$ cat config.mk
export PLATFORM = sky130hd
export DESIGN_NAME = mem_arbiter_flat
export DESIGN_NICKNAME = d
export VERILOG_FILES = /design/src/rtl/mem_arbiter_if.sv /design/src/rtl/mem_arbiter.sv /design/src/flat_wrapper.sv
export SDC_FILE = /design/constraint.sdc
export NUM_CORES = 1
export LEC_CHECK = 0
export CORE_MARGIN = 8
export CORE_UTILIZATION = 35
export DETAILED_ROUTE_END_ITERATION = 10
export MAX_ROUTING_LAYER = met4
export PLACE_DENSITY = 0.83
export SETUP_SLACK_MARGIN = 0.05
export SLEW_MARGIN = 25
export SYNTH_ARGS = -nofsm -noshare
export SYNTH_HDL_FRONTEND = slang
export SYNTH_SLANG_ARGS = --single-unit
$ cat constraint.sdc
create_clock -name clk -period 1.85 [get_ports clk]
set_input_delay 0.37 -clock clk [delete_from_list [all_inputs] [get_ports clk]]
set_output_delay 0.37 -clock clk [all_outputs]
set_load 0.1 [all_outputs]
$ cat src/rtl/mem_arbiter_if.sv
// Requester and memory-side signals of mem_arbiter. The slave modport is the arbiter's view;
// the master modport is the view of the requesters and the memory around it.
interface mem_arbiter_if #(
  parameter int ADDR_W = 32,
  parameter int DATA_W = 32
);
  logic              ifReq;
  logic [ADDR_W-1:0] ifAddr;
  logic              ifReady;
  logic              ifRespValid;
  logic [DATA_W-1:0] ifRdata;
  logic              ifErr;
  logic              dReq;
  logic              dWe;
  logic [ADDR_W-1:0] dAddr;
  logic [DATA_W-1:0] dWdata;
  logic              dReady;
  logic              dRespValid;
  logic [DATA_W-1:0] dRdata;
  logic              dErr;
  logic              memRead;
  logic              memWrite;
  logic [ADDR_W-1:0] address;
  logic [DATA_W-1:0] writeData;
  logic [DATA_W-1:0] memData;
  logic              busy;

  modport slave (
    input  ifReq, ifAddr, dReq, dWe, dAddr, dWdata, memData,
    output ifReady, ifRespValid, ifRdata, ifErr,
    output dReady, dRespValid, dRdata, dErr,
    output memRead, memWrite, address, writeData, busy
  );

  modport master (
    output ifReq, ifAddr, dReq, dWe, dAddr, dWdata, memData,
    input  ifReady, ifRespValid, ifRdata, ifErr,
    input  dReady, dRespValid, dRdata, dErr,
    input  memRead, memWrite, address, writeData, busy
  );
endinterface

$ cat src/rtl/mem_arbiter.sv
// mem_arbiter: shares one single-port word memory between instruction fetch and load/store.
// Define MEM_ARB_RR_EN for round-robin arbitration; the default is data-over-fetch priority.
module mem_arbiter #(
  parameter int ADDR_W    = 32,
  parameter int DATA_W    = 32,
  parameter int MEM_BYTES = 1024
) (
  input  logic         clk,
  input  logic         resetn,
  mem_arbiter_if.slave bus
);
  typedef enum logic [1:0] {IDLE, ACCESS, RESP} state_t;

  localparam logic [ADDR_W-1:0] LAST_WORD = ADDR_W'(MEM_BYTES - 4);

  if (DATA_W != 32) begin : g_width_check
    $error("mem_arbiter supports DATA_W = 32 only");
  end

  state_t            state;
  logic              grant_d;
  logic              grant_i;
  logic              last_grant_d;
  logic              own_d;
  logic              own_we;
  logic              own_fault;
  logic              mem_rd;
  logic              mem_wr;
  logic [ADDR_W-1:0] addr_q;
  logic [DATA_W-1:0] wdata_q;
  logic              if_resp;
  logic              if_err;
  logic [DATA_W-1:0] if_rdata;
  logic              d_resp;
  logic              d_err;
  logic [DATA_W-1:0] d_rdata;
  logic [ADDR_W-1:0] win_addr;
  logic              win_we;
  logic              win_fault;

  function automatic logic addr_fault(input logic [ADDR_W-1:0] a);
    return (a[1:0] != 2'b00) || (a > LAST_WORD);
  endfunction

  always_comb begin
    grant_d = 1'b0;
    grant_i = 1'b0;
    if (state == IDLE) begin
`ifdef MEM_ARB_RR_EN
      if (bus.dReq && bus.ifReq) begin
        grant_d = !last_grant_d;
        grant_i = last_grant_d;
      end else begin
        grant_d = bus.dReq;
        grant_i = bus.ifReq;
      end
`else
      grant_d = bus.dReq;
      grant_i = bus.ifReq && !bus.dReq;
`endif
    end
  end

  assign win_addr  = grant_d ? bus.dAddr : bus.ifAddr;
  assign win_we    = grant_d & bus.dWe;
  assign win_fault = addr_fault(win_addr);

  always_ff @(posedge clk or negedge resetn) begin
    if (!resetn) begin
      state        <= IDLE;
      last_grant_d <= 1'b0;
      own_d        <= 1'b0;
      own_we       <= 1'b0;
      own_fault    <= 1'b0;
      mem_rd       <= 1'b0;
      mem_wr       <= 1'b0;
      addr_q       <= '0;
      wdata_q      <= '0;
      if_resp      <= 1'b0;
      if_err       <= 1'b0;
      if_rdata     <= '0;
      d_resp       <= 1'b0;
      d_err        <= 1'b0;
      d_rdata      <= '0;
    end else begin
      // Pulses and strobes live for one cycle unless re-armed below.
      if_resp      <= 1'b0;
      d_resp       <= 1'b0;
      mem_rd       <= 1'b0;
      mem_wr       <= 1'b0;
      addr_q       <= '0;
      wdata_q      <= '0;
      // Holds its value when nobody is granted; grants only happen in IDLE.
      last_grant_d <= grant_d | (last_grant_d & ~grant_i);
      case (state)
        IDLE: begin
          if (grant_d || grant_i) begin
            own_d     <= grant_d;
            own_we    <= win_we;
            own_fault <= win_fault;
            if (win_fault) begin
              state <= RESP;
            end else begin
              state   <= ACCESS;
              addr_q  <= win_addr;
              wdata_q <= win_we ? bus.dWdata : '0;
              mem_rd  <= !win_we;
              mem_wr  <= win_we;
            end
          end
        end
        ACCESS: state <= RESP;
        RESP: begin
          state <= IDLE;
          if (own_d) begin
            d_resp <= 1'b1;
            d_err  <= own_fault;
            if (!own_we && !own_fault) d_rdata <= bus.memData;
          end else begin
            if_resp <= 1'b1;
            if_err  <= own_fault;
            if (!own_fault) if_rdata <= bus.memData;
          end
        end
        default: state <= IDLE;
      endcase
    end
  end

  assign bus.ifReady     = grant_i;
  assign bus.dReady      = grant_d;
  assign bus.ifRespValid = if_resp;
  assign bus.ifRdata     = if_rdata;
  assign bus.ifErr       = if_err;
  assign bus.dRespValid  = d_resp;
  assign bus.dRdata      = d_rdata;
  assign bus.dErr        = d_err;
  assign bus.memRead     = mem_rd;
  assign bus.memWrite    = mem_wr;
  assign bus.address     = addr_q;
  assign bus.writeData   = wdata_q;
  assign bus.busy        = (state != IDLE);
endmodule

$ cat src/flat_wrapper.sv
// flat-port wrapper written by rule: the top's interface ports become plain ports
module mem_arbiter_flat 
#(
  parameter int ADDR_W    = 32,
  parameter int DATA_W    = 32,
  parameter int MEM_BYTES = 1024
)
  (clk, resetn, bus_ifReq, bus_ifAddr, bus_dReq, bus_dWe, bus_dAddr, bus_dWdata, bus_memData, bus_ifReady, bus_ifRespValid, bus_ifRdata, bus_ifErr, bus_dReady, bus_dRespValid, bus_dRdata, bus_dErr, bus_memRead, bus_memWrite, bus_address, bus_writeData, bus_busy);
  mem_arbiter_if #(.ADDR_W(ADDR_W), .DATA_W(DATA_W)) bus_i ();
  input  logic clk;
  input  logic resetn;
  input wire logic [$bits(bus_i.ifReq)-1:0] bus_ifReq;
  input wire logic [$bits(bus_i.ifAddr)-1:0] bus_ifAddr;
  input wire logic [$bits(bus_i.dReq)-1:0] bus_dReq;
  input wire logic [$bits(bus_i.dWe)-1:0] bus_dWe;
  input wire logic [$bits(bus_i.dAddr)-1:0] bus_dAddr;
  input wire logic [$bits(bus_i.dWdata)-1:0] bus_dWdata;
  input wire logic [$bits(bus_i.memData)-1:0] bus_memData;
  output wire logic [$bits(bus_i.ifReady)-1:0] bus_ifReady;
  output wire logic [$bits(bus_i.ifRespValid)-1:0] bus_ifRespValid;
  output wire logic [$bits(bus_i.ifRdata)-1:0] bus_ifRdata;
  output wire logic [$bits(bus_i.ifErr)-1:0] bus_ifErr;
  output wire logic [$bits(bus_i.dReady)-1:0] bus_dReady;
  output wire logic [$bits(bus_i.dRespValid)-1:0] bus_dRespValid;
  output wire logic [$bits(bus_i.dRdata)-1:0] bus_dRdata;
  output wire logic [$bits(bus_i.dErr)-1:0] bus_dErr;
  output wire logic [$bits(bus_i.memRead)-1:0] bus_memRead;
  output wire logic [$bits(bus_i.memWrite)-1:0] bus_memWrite;
  output wire logic [$bits(bus_i.address)-1:0] bus_address;
  output wire logic [$bits(bus_i.writeData)-1:0] bus_writeData;
  output wire logic [$bits(bus_i.busy)-1:0] bus_busy;
  assign bus_i.ifReq = bus_ifReq;
  assign bus_i.ifAddr = bus_ifAddr;
  assign bus_i.dReq = bus_dReq;
  assign bus_i.dWe = bus_dWe;
  assign bus_i.dAddr = bus_dAddr;
  assign bus_i.dWdata = bus_dWdata;
  assign bus_i.memData = bus_memData;
  assign bus_ifReady = bus_i.ifReady;
  assign bus_ifRespValid = bus_i.ifRespValid;
  assign bus_ifRdata = bus_i.ifRdata;
  assign bus_ifErr = bus_i.ifErr;
  assign bus_dReady = bus_i.dReady;
  assign bus_dRespValid = bus_i.dRespValid;
  assign bus_dRdata = bus_i.dRdata;
  assign bus_dErr = bus_i.dErr;
  assign bus_memRead = bus_i.memRead;
  assign bus_memWrite = bus_i.memWrite;
  assign bus_address = bus_i.address;
  assign bus_writeData = bus_i.writeData;
  assign bus_busy = bus_i.busy;
  mem_arbiter #(.ADDR_W(ADDR_W), .DATA_W(DATA_W), .MEM_BYTES(MEM_BYTES)) u_core (.clk(clk), .resetn(resetn), .bus(bus_i));
endmodule
==> metrics.txt, run 1 <==
final period utilization=1.06; design area=9790 um^2; site row count=43; clock share of power=0.351; post-route ant nets=0; Ports=270; fmax=509 MHz; maxcap violations=0; CTS Buffer Depth=2; crit start category=flip-flop; DRT iter0 DRCs=138; RR Endpoint=u_core.bus.writeData[31]$_DFF_PN0_; initial antenna violation count=0; Sw Ratio=0.328; Post-synth EDFFs=0; WP data required=2.20 ns; fill count=860; r2r setup slk=-0.11 ns; Mapped Avg Cell Area=15.3 um^2; root buf cell=clkbuf_16; GP Congestion=0.834; top_reg_cell synth=dfrtp_1; Unique masters post-synth=32; clock skew=0.00695 ns; outcome=finished with violations; sequential area share after synthesis=0.716; DRC Markers=0; combinational power share=0.283; drt first pass iters=4; per-cell routed wire length=20.2 um; cells on worst reg2reg path=7; mapped cell area=4860 um^2; Gate Count Post-Synth=317; Vias/cell=4.52; share of layout cells above drive strength 1=0.439; Seq cells post-synth=139; Worst-path clk slew=0.06 ns; final setup TNS=-4.32 ns; clk sink count=139; H-tree depth=4; Setup CP Type=flip-flop to flip-flop; Die W=134 um; CTS buffer count=17; Post-DP HPWL=12.6 mm; failing checks=setup timing; Power, Total=0.00925 W; Slew Limit Fails=0; vias in the first global route=4361; Initial Util=0.354; Die Ht=134 um; Internal=0.00622 W; Sw Pwr=0.00303 W; final cell count without fillers=839; peak supply drop=0.000584 V; WHS=0.427 ns; final-report hold violation count=0; layout net count=780; core area=13700 um^2; routed vias=3793; R2R Path Start=u_core.state[1]$_DFFE_PN0P_; Ys Warns=0; final setup fails=67; Post-Route WL=17.0 mm; critical path endpoint category=flip-flop; global-route wire length before repair=24.9 mm; GRT overflow=0; CP max FO=8; RSZ-0062 raised after global routing=yes; Leak Pwr=4.46 nW; IO Port Bufs=269; placed cell count=795; asr flop ratio synth=1.00; Crit path arrival time=2.31 ns; latest clock arrival within the worst-skew pair=0.41 ns; final worst slack=-0.113 ns; placed cell area=8900 um^2; part of the power in registers=0.366; Final min period=1.96 ns; GRT Resource Usage Total=0.188; largest net degree at the start of global routing=54; CTS tree=built; Die Area=17900 um^2; hold crit path type=input port to asynchronous set/reset pin; PD cells=945 nW/um^2; Syn-to-layout area delta=101%; Ant. Diodes=0
==> flip-flops by register name, indices dropped and copies added (netlist names) <==
signal                  cells
u_core.bus.address         32
u_core.bus.dRdata          32
u_core.bus.ifRdata         32
u_core.bus.writeData       32
u_core.state                2
u_core.bus.dErr             1
u_core.bus.dRespValid       1
u_core.bus.ifErr            1
u_core.bus.ifRespValid      1
u_core.bus.memRead          1
u_core.bus.memWrite         1
u_core.own_d                1
u_core.own_fault            1
u_core.own_we               1
==> routing by layer <==
layer  vias up  track usage  share of wire
met5         -            -              0
met4         0       0.0636          0.024
met3        23       0.0632          0.063
met2       191        0.334           0.55
met1      1856        0.190           0.36
li1       1723            -              -
==> worst max path at each step <==
| stage | from | endpoint |
|---|---|---|
| after detailed placement | bus_dReq | u_core.state[1]$_DFFE_PN0P_ |
| after floorplan | u_core.state[1]$_DFFE_PN0P_ | u_core.bus.writeData[10]$_DFF_PN0_ |
| after global placement | bus_dReq | u_core.bus.writeData[10]$_DFF_PN0_ |
| final | u_core.state[1]$_DFFE_PN0P_ | u_core.bus.writeData[31]$_DFF_PN0_ |
| after CTS | u_core.state[0]$_DFFE_PN0P_ | bus_dReady |
| after global routing | u_core.state[1]$_DFFE_PN0P_ | u_core.bus.writeData[31]$_DFF_PN0_ |
==> worst max-delay path, stage by stage (launching register included) <==
cell and delay (ns):
dfrtp_1 0.40, or3b_4 0.44, buf_4 0.17, o21a_4 0.23, nor3b_4 0.18, buf_6 0.18
clkbuf_16 0.16, and2_1 0.13
==> through the flow <==
stage,setup slack [ns],util
2_1_floorplan,-0.0927,-
3_3_place_gp,-0.504,0.649
3_5_place_dp,-0.618,0.649
4_1_cts,-0.131,0.698
5_1_grt,-0.164,0.714
6_report,-0.113,0.714
==> area by class of cell <==
| class | count | area [um^2] | share of cell area |
|---|---|---|---|
| Clock buffer | 19 | 443 | 0.0452 |
| Sequential cell | 139 | 3480 | 0.355 |
| Timing Repair Buffer | 302 | 3980 | 0.407 |
| Inverter | 5 | 31.3 | 0.00320 |
| Multi-Input combinational cell | 182 | 1500 | 0.154 |
| Clock inverter | 12 | 125 | 0.0128 |
| Tap cell | 180 | 225 | 0.0230 |
==> kinds of logic (layout without fill, tap and decap cells) <==
group / after synthesis / after routing / synth area share
AOI/OAI and AO/OA: 15 / 15 / 0.0211
buffers and inverters: 19 / 338 / 0.0172
DFF: 139 / 139 / 0.716
muxes: 66 / 66 / 0.153
other: 1 / 24 / 0.000772
and+or+nand+nor: 77 / 77 / 0.0922
==> placed cells by master, fill, tap and decap left out, drive strengths merged, types with 2 or more instances in the layout <==
| cell | n |
|---|---|
| nor2b | 2 |
| bufinv | 2 |
| clkdlybuf4s50 | 130 |
| clkinv | 7 |
| nor3b | 2 |
| inv | 5 |
| nand3 | 2 |
| clkbuf | 23 |
| mux2 | 66 |
| o21ai | 2 |
| and2 | 32 |
| nor2 | 16 |
| conb | 24 |
| dfrtp | 139 |
| a21oi | 2 |
| a22oi | 8 |
| nand4 | 2 |
| nor4 | 10 |
| or4 | 2 |
| clkinvlp | 3 |
| buf | 166 |
| nand2 | 4 |
==> power by group through the flow <==
stage	Sequential (W)	Combinational, W	Clock, W
finish	0.00339	0.00262	0.00325
global route	0.00341	0.00269	0.00347
CTS	0.00339	0.00262	0.00331
detailed placement	0.00344	0.00259	0
global placement	0.00343	0.00255	0
floorplan	0.00458	0.000210	0
==> what timing repair did <==
action                                  CTS  global route
pin swaps                                 3             2
endpoints found under the setup margin   47            79
endpoints found under the hold margin    31             0
cloned                                    1             5
hold buffers                              1             0
gates resized for setup                  13            24
buffers inserted                          4             2
==> synth_stat cells, types with 4 or more instances <==
master	instances	area (um^2)
buf_1	4	15.0
nor2_1	16	60.1
mux2_2	59	664
dfrtp_1	139	3480
and2_1	32	200
mux2_1	7	78.8
buf_2	7	35.0
nand2_1	4	15.0
a22oi_1	8	60.1
nor4_1	9	56.3
inv_1	4	15.0
(Power assumes the default switching activity.)
==> run 2, diff against run 1 <==
TNS_END_PERCENT = 10   (was default)
==> metrics.txt, run 2 (synthesis results as in run 1) <==
outcome=finished with violations (unchanged); failing checks=setup timing (unchanged); layout net count=775 (was 780); Slew Limit Fails=0 (unchanged); RSZ-0062 raised after global routing=yes (unchanged); Initial Util=0.354 (unchanged); WHS=0.405 ns (was 0.427 ns); DRT iter0 DRCs=121 (was 138); CTS Buffer Depth=2 (unchanged); Ant. Diodes=0 (unchanged); IO Port Bufs=269 (unchanged); clock skew=0.00543 ns (was 0.00695 ns); share of layout cells above drive strength 1=0.417 (was 0.439); WP data required=2.17 ns (was 2.20 ns); critical path endpoint category=flip-flop (unchanged); worst path cell trace=clkdlybuf4s50_1 -> nor4_1 -> nand4_1 -> nor3_1 -> buf_4 -> a22oi_1 -> nor2_1 (was or3b_4 -> buf_4 -> o21a_4 -> nor3b_4 -> buf_6 -> clkbuf_16 -> and2_1); Die Ht=134 um (unchanged); Syn-to-layout area delta=101% (about the same); clk sink count=139 (unchanged); Die Area=17900 um^2 (unchanged); largest net degree at the start of global routing=62 (was 54); Setup CP Type=input port to flip-flop (was flip-flop to flip-flop); root buf cell=clkbuf_16 (unchanged); family with the most delay on the worst path=simple AND/OR/NAND/NOR gates (unchanged); Crit path arrival time=2.29 ns (was 2.31 ns); core area=13700 um^2 (unchanged); CP max-delay cell=nor4_1 (was or3b_4); maxcap violations=0 (unchanged); final cell count without fillers=835 (was 839); GRT overflow=0 (unchanged); CTS buffer count=17 (unchanged); Power, Total=0.00935 W (was 0.00925 W); PD cells=959 nW/um^2 (was 945 nW/um^2); Worst-path clk slew=0.06 ns (about the same); drt first pass iters=4 (unchanged); Post-Route WL=16.0 mm (was 17.0 mm); site row count=43 (unchanged); Buf+Inv Stages, Crit Path=2 (was 3); initial antenna violation count=0 (unchanged); final-report hold violation count=0 (unchanged); RR Endpoint=u_core.bus.writeData[0]$_DFF_PN0_ (was u_core.bus.writeData[31]$_DFF_PN0_); CP max FO=10 (was 8); post-route ant nets=0 (unchanged); per-cell routed wire length=19.2 um (was 20.2 um); latest clock arrival within the worst-skew pair=0.40 ns (was 0.41 ns); commonest cells after routing, fill and taps aside=139 x dfrtp_1, 122 x clkdlybuf4s50_1, 105 x buf_12 (was 139 x dfrtp_1, 130 x clkdlybuf4s50_1, 101 x buf_12); Die W=134 um (unchanged); crit start category=input port (was flip-flop); Worst-Margin Slew=0.503 ns; DRC Markers=0 (unchanged); GRT Resource Usage Total=0.179 (was 0.188); GP Congestion=0.846 (was 0.834); CTS tree=built (unchanged); cells on worst reg2reg path=6 (was 7); Ports=270 (unchanged); r2r setup slk=-0.06 ns (was -0.11 ns); slew margin rel.=0.661; commonest non-fill, non-tap cell in the layout=dfrtp_1 (unchanged); global-route wire length before repair=23.9 mm (was 24.9 mm); final worst slack=-0.111 ns (was -0.113 ns); Final min period=1.96 ns (about the same); vias in the first global route=4369 (was 4361); final setup fails=46 (was 67); Post-DP HPWL=12.4 mm (was 12.6 mm); H-tree depth=4 (unchanged); Critical Path Max Stage Delay=0.48 ns (was 0.44 ns); Vias/cell=4.49 (was 4.52); Leak Pwr=4.48 nW (was 4.46 nW); hold crit path type=input port to asynchronous set/reset pin (unchanged); placed cell count=795 (unchanged); peak supply drop=0.000520 V (was 0.000584 V); routed vias=3749 (was 3793); final period utilization=1.06 (about the same); fmax=510 MHz (was 509 MHz); pre-CTS setup slack=-0.722 ns (was -0.618 ns); R2R Path Start=u_core.state[0]$_DFFE_PN0P_ (was u_core.state[1]$_DFFE_PN0P_)
[run 2: changes by cell type in the layout (fill, tap and decap cells not counted), moves of 3 or more]
| cell | change |
|---|---|
| buf_12 | +4 |
| and2_4 | -13 |
| clkdlybuf4s50_1 | -8 |
| and2_1 | +13 |
| dlymetal6s2s_1 | +8 |
| mux2_1 | +4 |
| clkbuf_16 | -4 |
| clkbuf_8 | +3 |
| mux2_4 | -4 |
[run 2: cell type report]
| cell class | count | area [um^2] |
|---|---|---|
| clock buffers | 22 | 484 |
| clock inverters | 10 | 114 |
| fillers | 867 | 3970 |
| inverters | 5 | 31.3 |
| multi-input cells | 182 | 1500 |
| flip-flops and latches | 139 | 3480 |
| well taps | 180 | 225 |
| repair buffers | 297 | 3920 |
[run 2: repair_timing]
item	in CTS	in global routing
gates cloned	0	0
pin swaps	1	9
resized for setup	12	25
hold endpoints to repair	21	0
endpoints found under the setup margin	79	48
hold buffers	1	0
setup buffers	0	7
[run 2: power breakdown]
part	total [W]	internal (W)	leakage, nW	switching, W
combinational	0.00261	0.000996	2.41	0.00161
clock	0.00335	0.00213	0.296	0.00123
sequential	0.00339	0.00322	1.77	0.000169
[run 2: how the worst max path moves through the flow]
stage                                            from  slack [ns]                            endpoint  depth (start not counted)
after floorplan           u_core.state[1]$_DFFE_PN0P_       -0.12  u_core.bus.writeData[10]$_DFF_PN0_                          8
after global placement                       bus_dReq       -0.57  u_core.bus.writeData[27]$_DFF_PN0_                          7
after detailed placement                     bus_dReq       -0.72         u_core.state[1]$_DFFE_PN0P_                          8
after CTS                 u_core.state[0]$_DFFE_PN0P_       -0.09                          bus_dReady                          4
after global routing                   bus_ifAddr[18]       -0.19     u_core.bus.address[2]$_DFF_PN0_                          7
final                                  bus_ifAddr[16]       -0.11     u_core.bus.address[8]$_DFF_PN0_                          7
[run 2: layer usage]
metal  GRT usage  wire, um  vias to the layer above
li1            -         -                     1715
met1       0.178      5660                     1805
met2       0.320      8860                      205
met3      0.0632      1140                       24
met4      0.0580       370                        0
met5           -         0                        -
[run 2: metrics by stage]
stage / utilization / area [um^2] / setup TNS, ns
after floorplan: - / 4970 / -3.34
after detailed placement: 0.652 / 8950 / -26.90
after CTS: 0.699 / 9600 / -0.718
after global routing: 0.711 / 9750 / -5.49
final: 0.711 / 9750 / -1.36
after global placement: 0.652 / 8950 / -24.42
==> run 3, diff against run 2 <==
clock period = 1.8 ns   (was 1.85 ns; I/O delays follow)
==> metrics.txt, run 3 (synthesis results as in run 1) <==
final worst slack=-0.120 ns (was -0.111 ns); met3 WL=1.02 mm (was 1.14 mm); peak supply drop=0.000603 V (was 0.000520 V); FF+latch area=3480 um^2 (unchanged); WHS=0.369 ns (was 0.405 ns); placed cell area=9430 um^2 (was 8950 um^2); Ant. Diodes=0 (unchanged); max layer used=met4 (unchanged); layout net count=771 (was 775); DRC Markers=0 (unchanged); vias in the first global route=4408 (was 4369); Ports=270 (unchanged); Final min period=1.92 ns; Initial Util=0.354 (unchanged); RSZ-0062 raised after global routing=yes (unchanged); Vias/cell=4.45 (was 4.49); H-tree depth=4 (unchanged); GRT Resource Usage Total=0.194 (was 0.179); clk sink count=139 (unchanged); final-report hold violation count=0 (unchanged); post-route ant nets=0 (unchanged); largest net degree at the start of global routing=65 (was 62); failing checks=setup timing (unchanged); crit start category=flip-flop (was input port); CTS Buffer Depth=2 (unchanged); clock skew=0.00620 ns (was 0.00543 ns); PD cells=947 nW/um^2 (was 959 nW/um^2); Setup CP Type=flip-flop to output pin (was input port to flip-flop); maxcap violations=0 (unchanged); worst path cell trace=or3b_4 -> inv_12 -> buf_6 -> buf_12 (was clkdlybuf4s50_1 -> nor4_1 -> nand4_1 -> nor3_1 -> buf_4 -> a22oi_1 -> nor2_1); initial antenna violation count=0 (unchanged); root buf cell=clkbuf_16 (unchanged); per-cell routed wire length=20.2 um (was 19.2 um); fmax=521 MHz; final setup TNS=-2.30 ns (was -1.36 ns); placed cell count=797 (was 795); Die Ht=134 um (unchanged); CP max FO=2 (was 10); drt first pass iters=4 (unchanged); DRT iter0 DRCs=148 (was 121); Worst-path clk slew=0.06 ns (about the same); global-route wire length before repair=25.6 mm (was 23.9 mm); Post-Route WL=16.8 mm (was 16.0 mm); design area=10200 um^2 (was 9750 um^2); CP Launch Point=u_core.state[0]$_DFFE_PN0P_ (was bus_ifAddr[16]); CP max-delay cell=or3b_4 (was nor4_1); IO Port Bufs=269 (unchanged); WP data required=1.44 ns (was 2.17 ns); family with the most delay on the worst path=simple AND/OR/NAND/NOR gates (unchanged); Die W=134 um (unchanged); commonest cells after routing, fill and taps aside=142 x buf_12, 139 x dfrtp_1, 123 x clkdlybuf4s50_1 (was 139 x dfrtp_1, 122 x clkdlybuf4s50_1, 105 x buf_12); Die Area=17900 um^2 (unchanged); CTS buffer count=17 (unchanged); final period utilization=1.07; GRT overflow=0 (unchanged); Crit path arrival time=1.56 ns (was 2.29 ns); Leak Pwr=4.60 nW (was 4.48 nW); Multi-input gate area=1600 um^2 (was 1500 um^2); final setup fails=46 (unchanged); DR WL met2=9.60 mm (was 8.86 mm); Power, Total=0.00969 W (was 0.00935 W); R2R Path Start=u_core.state[0]$_DFFE_PN0P_ (unchanged); Post-DP HPWL=13.5 mm (was 12.4 mm); routed vias=3702 (was 3749); share of layout cells above drive strength 1=0.419 (was 0.417); hold crit path type=input port to asynchronous set/reset pin (unchanged); core area=13700 um^2 (unchanged); commonest non-fill, non-tap cell in the layout=buf_12 (was dfrtp_1); site row count=43 (unchanged); Slew Limit Fails=0 (unchanged); Syn-to-layout area delta=111% (was 101%); final cell count without fillers=831 (was 835); Critical Path Max Stage Delay=0.46 ns (was 0.48 ns); critical path endpoint category=output pin (was flip-flop); GP Congestion=0.855 (was 0.846); Buf+Inv Stages, Crit Path=3 (was 2); outcome=finished with violations (unchanged); latest clock arrival within the worst-skew pair=0.40 ns (about the same); CTS tree=built (unchanged); fill count=796 (was 867); wl on met1=5.91 mm (was 5.66 mm)
[run 3: changes by cell type in the layout (fill, tap and decap cells not counted), sizes merged]
cell | previous run | this run
dlymetal6s2s | 8 | 0
clkinv | 6 | 5
clkdlybuf4s50 | 122 | 123
dlygate4sd2 | 1 | 8
buf | 165 | 161
inv | 6 | 7
clkbuf | 22 | 19
clkinvlp | 1 | 4
[run 3: power by group]
part	total [W]	internal, W	switching, W
combinational	0.00279	0.00112	0.00167
clock	0.00339	0.00209	0.00131
sequential	0.00351	0.00331	0.000199
total	0.00969	0.00652	0.00317
[run 3: routing by layer]
metal,GRT usage,vias up
met5,-,-
met4,0.0474,0
li1,-,1703
met1,0.195,1807
met2,0.363,181
met3,0.0546,11
[run 3: worst register-to-register path: stages (launching register included)]
cell and delay (ns):
dfrtp_1 0.39, or3b_4 0.46, buf_4 0.18, nand4_1 0.12, o21a_1 0.21, buf_4 0.15
nor2b_1 0.06, o311ai_2 0.25
[run 3: path summary, 6_finish.rpt]
path	cells past startpoint	slack, ns	end
max	4	-0.12	bus_dReady
max reg2reg	7	-0.12	u_core.state[1]$_DFFE_PN0P_
min reg2reg	2	0.57	u_core.own_d$_DFFE_PN0P_
max in group asynchronous	3	0.86	u_core.bus.dRdata[2]$_DFFE_PN0P_
min	2	0.37	u_core.bus.dRdata[14]$_DFFE_PN0P_
min in group clk	2	0.51	u_core.bus.writeData[21]$_DFF_PN0_
[run 3: area by class of cell]
type,count,share of cell area
flip-flops and latches,139,0.340
clock inverters,13,0.0141
repair buffers,293,0.421
inverters,5,0.00306
well taps,180,0.0220
clock buffers,19,0.0433
multi-input cells,182,0.157
[run 3: stage by stage]
stage | setup slack, ns | util
after floorplan | -0.172 | -
after global placement | -0.615 | 0.687
after detailed placement | -0.858 | 0.687
after CTS | -0.140 | 0.740
after global routing | -0.181 | 0.746
final | -0.120 | 0.746
[run 3: repair_timing]
action,CTS,global route
hold endpoints to repair,14,0
resized for setup,44,18
endpoints found under the setup margin,84,99
setup buffers,1,0
hold buffers,1,0
pin swaps,7,1
